===== src/rtl/tone_gen.sv =====
// tone_gen: glitch-free square-wave tone generator, pitch changes only at half-period boundaries
module tone_gen #(
  parameter int TICK_DIV = 1040
) (
  input  logic       clk,
  input  logic       rst,
  input  logic       enable,
  input  logic [6:0] scale,
  output logic       speaker,
  output logic       note_active,
  output logic       note_start
);
  localparam int PW = TICK_DIV > 1 ? $clog2(TICK_DIV) : 1;
  localparam logic [PW-1:0] PMAX = PW'(TICK_DIV - 1);
  logic [PW-1:0] pre_cnt;
  logic [6:0] hp_cnt, cur_scale;
  logic play, tick, bnd;
  always_comb begin
    play = cur_scale != 7'd0;
    tick = play && pre_cnt == PMAX;
    bnd = tick && hp_cnt == cur_scale - 7'd1;
  end
  assign note_active = play;
  always_ff @(posedge clk or negedge rst)
    if (!rst) begin
      pre_cnt <= '0;
      hp_cnt <= '0;
      cur_scale <= '0;
      speaker <= 1'b0;
      note_start <= 1'b0;
    end else if (!enable) begin
      pre_cnt <= '0;
      hp_cnt <= '0;
      cur_scale <= '0;
      speaker <= 1'b0;
      note_start <= 1'b0;
    end else if (!play) begin
      pre_cnt <= '0;
      hp_cnt <= '0;
      cur_scale <= scale;
      speaker <= scale != 7'd0;
      note_start <= scale != 7'd0;
    end else begin
      pre_cnt <= tick ? '0 : pre_cnt + 1'b1;
      hp_cnt <= bnd ? 7'd0 : tick ? hp_cnt + 7'd1 : hp_cnt;
      note_start <= bnd && scale != 7'd0 && scale != cur_scale;
      // a zero scale on the boundary mutes instead of toggling
      if (bnd) begin
        cur_scale <= scale;
        speaker <= scale != 7'd0 && !speaker;
      end
    end
endmodule

===== config.mk =====
export PLATFORM = sky130hd
export DESIGN_NAME = tone_gen
export DESIGN_NICKNAME = d
export VERILOG_FILES = /design/src/rtl/tone_gen.sv
export SDC_FILE = /design/constraint.sdc
export NUM_CORES = 1
export LEC_CHECK = 0
export ABC_AREA = 1
export ABC_CLOCK_PERIOD_IN_PS = 2300
export CAP_MARGIN = 15
export CORE_MARGIN = 1.5
export CORE_UTILIZATION = 30
export DETAILED_ROUTE_END_ITERATION = 8
export MAX_ROUTING_LAYER = met4
export PLACE_DENSITY = 0.5
export RECOVER_POWER = 25
export REMOVE_ABC_BUFFERS = 1
export SLEW_MARGIN = 40
export SYNTH_ARGS = -nofsm -noshare
export SYNTH_HDL_FRONTEND = slang
export SYNTH_SLANG_ARGS = --single-unit

===== constraint.sdc =====
create_clock -name clk -period 2.3 [get_ports clk]
set_input_delay 0.23 -clock clk [delete_from_list [all_inputs] [get_ports clk]]
set_output_delay 0.23 -clock clk [all_outputs]
set_load 0.01 [all_outputs]

==> flow_summary.rst <==
.. list-table::
   :header-rows: 1

   * - Metric
     - Value
   * - Outcome
     - complete, but fails checks
   * - Violations in the final reports
     - max-capacitance violations, max-slew violations
   * - Max-slew violations
     - 28
   * - Top area cells in the synthesized netlist
     - dfrtp_1, nand2_1, inv_1
   * - Clock-pin slew on the worst setup and hold paths
     - 100 ps
   * - Area share of the largest cell type after synthesis
     - 0.367
   * - Rows
     - 28
   * - CTS resizes
     - 0
   * - Required @ worst endpoint
     - just over 2000 ps
   * - Clock period minus worst slack
     - 2040 ps
   * - Wire length of the first global-routing pass
     - slightly below 7000 µm
   * - Ratio of cells with drive above 1 in the final layout
     - 0.113
   * - Final hold vios
     - 0
   * - Maximum fanout along the worst path
     - 6
   * - CTS Hold Bufs
     - 0
   * - Switching power total
     - roughly 420 µW
   * - Number of inserted diodes
     - 0
   * - Number of distinct library cells after synthesis
     - 32
   * - Fin Setup TNS
     - 0 ps
   * - Clock root cell
     - clkbuf_8
   * - Sequential fraction of design power
     - 0.463
   * - Combined global-route utilization of all metal layers
     - 0.137
   * - DRT iter0 DRCs
     - 50
   * - Count of TritonRoute iterations in the first routing pass
     - 4
   * - Path type of the worst min-delay path
     - reg2reg
   * - Bufs on Longest Clock Path
     - 2
   * - Post-CTS setup buffer count
     - 0
   * - Via Count
     - 1509
   * - CP cell instances
     - inv_1 -> ha_1 -> nand2_1 -> nor2_2 -> inv_1 -> clkdlybuf4s50_1
   * - Reg2reg start
     - cur_scale[0]
   * - Cell repeated most along the worst path
     - inv_1
   * - Number of vias per cell
     - ~4.4
   * - Clock Skews
     - 4.07 ps
   * - Post-synth EDFFs
     - 0
   * - Count of antenna-violating nets left after detailed routing
     - 0
   * - H-tree depth
     - 1
   * - Arrival time reported for the critical path endpoint
     - 1810 ps
   * - Combinational fraction of design power
     - 0.288
   * - Async set-reset flop share out of synthesis
     - 1.00
   * - Synthesized cell area
     - 1840 µm²
   * - Total half-perimeter wirelength after legalization and detailed placement
     - 2960 µm
   * - Slew at the pin with the worst max-slew slack
     - approximately 1500 ps
   * - GPL Wtd Cong
     - about 0.74
   * - Setup-failing EPs final
     - 0
   * - Warnings from Yosys
     - 0
   * - Hold path depth
     - 1
   * - Core area
     - 5920 µm²
   * - Number of global-route vias before repair
     - 1508
   * - Antenna violations before repair
     - 0
   * - Clock network fraction of design power
     - 0.249
   * - Post-Syn Instances
     - about 250
   * - Number of nets in the finished design
     - 280
   * - Final period utilization
     - 0.889
   * - Total gr overflow
     - 0
   * - DRC violations left
     - 0
   * - Top-level I/O count
     - 13
   * - Critical path launch point type
     - flop
   * - Post-Synthesis Mean Instance Area
     - between 7 and 8 µm²
   * - Clock tree from TritonCTS
     - done
   * - Register-to-Register Path Depth
     - 13
   * - Width of the die
     - 81.4 µm
   * - Slack of the worst reg-to-reg path
     - about 330 ps
   * - Total number of clock tree sinks
     - 27
   * - Port Buf Inserts
     - 12
   * - Reported max-cap violation count
     - 1
   * - Most used flip-flop cell after synthesis
     - dfrtp_1
   * - Count of state elements after synthesis
     - 27
   * - Nature of the critical path endpoint
     - output port
   * - LEAKAGE
     - ~0.0010 µW
   * - Largest net degree at the start of global routing
     - 28
   * - Routed length per placed instance
     - 11.3 µm
   * - Synthesis-to-layout area growth
     - 13.0%
   * - Cell accounting for the most synthesized area
     - dfrtp_1
   * - Skew-Pair Late Insertion Delay
     - 280 ps
   * - Max Clk Rate
     - between 400 and 500 MHz
   * - Die ar.
     - 6620 µm²
   * - Startpoint of the worst hold path
     - pre_cnt[0]
   * - Pwr per Cell Area
     - 569 nW/µm²
   * - Internal power
     - 769 µW
   * - Post-Layout Cell Count
     - 340
   * - Total power after layout
     - 1190 µW
   * - CP max stage delay
     - 480 ps
   * - Sequential fraction of the synthesis area
     - 0.367
   * - Setup repair after global routing missed its margin
     - no
   * - Switching part of the total
     - 0.351
   * - Clock buffers created by TritonCTS
     - 3
   * - Starting density of the core
     - 0.311
   * - Die height
     - 81.4 µm
   * - Critical path class
     - reg2out
   * - Worst path slowest cell
     - clkdlybuf4s50_1
   * - Worst-case vdd ir drop
     - 238 µV
   * - End point of the worst hold path
     - pre_cnt[0]
   * - Routed wire length
     - 3830 µm
   * - Cell count after placement
     - 336
   * - Relative max-transition margin
     - -0.0163
   * - End of the worst register-to-register path
     - cur_scale[2]
-- layout make-up --
cell class                      instances  area (µm²)
Clock buffer                            3        41.3
Clock inverter                          1        8.76
Fill cell                             630        3840
Inverter                               33         124
Multi-Input combinational cell        185         992
Sequential cell                        27         676
Tap cell                               75        93.8
Timing Repair Buffer                   16         146
-- Yosys cell counts (2+ instances only) --
cell type and instances:
nor2_1 32, o21bai_1 2, a21oi_1 9, nand2_4 5
nand2_1 74, ha_1 4, nor3_1 6, xor2_2 2
nand3b_1 2, inv_1 32, nand3_1 16, o21ai_0 2
nand3_2 2, xnor2_1 7, dfrtp_1 27, buf_2 2
nand2_2 6, xor2_1 5, nor2_2 4
-- worst max-delay path: cells and delay by family, from the launching register on --
family | cells | cell delay, ps
fa+ha+maj | 1 | 150
buf+inv | 3 | 690
flops | 1 | 460
simple gates | 2 | 240
-- state kept, by name, indices dropped and copies added (netlist names) --
signal / cells
cur_scale: 7
hp_cnt: 7
note_start: 1
pre_cnt: 11
speaker: 1
-- cells by family after synthesis --
family          after synthesis  synth area share
xor+xnor                     14            0.0747
fa+ha+maj                     4            0.0272
flops                        27             0.367
compound gates               14            0.0407
buf+inv                      40            0.0998
simple gates                153             0.391
-- metal layers --
| layer | GRT usage | share of wire |
|---|---|---|
| met5 | - | 0 |
| met4 | 0.0293 | 0.0044 |
| met2 | 0.233 | 0.49 |
| met3 | 0.0303 | 0.016 |
| met1 | 0.167 | 0.49 |
-- how the worst max path moves through the flow --
stage / cells after the start / end / slack, ps / start
after floorplan: 9 / hp_cnt[4] / 170 / cur_scale[0]
after CTS: 6 / note_active / 220 / cur_scale[0]
after global placement: 11 / hp_cnt[5] / 330 / cur_scale[0]
after global routing: 13 / cur_scale[1] / 60 / cur_scale[0]
final: 6 / note_active / 260 / cur_scale[0]
after detailed placement: 12 / hp_cnt[5] / 290 / cur_scale[0]
-- stage by stage --
step                      setup WS (ps)  hold WS (ps)  utilization  area, µm²
final                               255           468        0.352       2080
after global placement              328           456        0.342       2030
after CTS                           216           327        0.351       2080
after global routing               63.1           510        0.352       2080
after detailed placement            287           462        0.342       2030
after floorplan                     174         -65.6            -       1780
-- layout by cell type, fill, tap and decap left out, drive strengths merged --
master,instances
nand2,85
nor2,37
inv,34
dfrtp,27
nand3,19
clkdlybuf4s50,11
a21oi,9
xnor2,7
nor3,7
xor2,7
ha,4
clkbuf,4
buf,3
o21ai,3
nand3b,2
o21bai,2
nor3b,1
nand4,1
nor4,1
dlygate4sd3,1
-- power groups by stage --
stage,clock network (µW),registers [µW],logic [µW]
floorplan,0,549,232
global placement,0,560,342
detailed placement,0,561,343
CTS,313,551,344
global route,332,556,395
finish,295,549,341
Note: power is estimated with default switching activity, not from simulation.
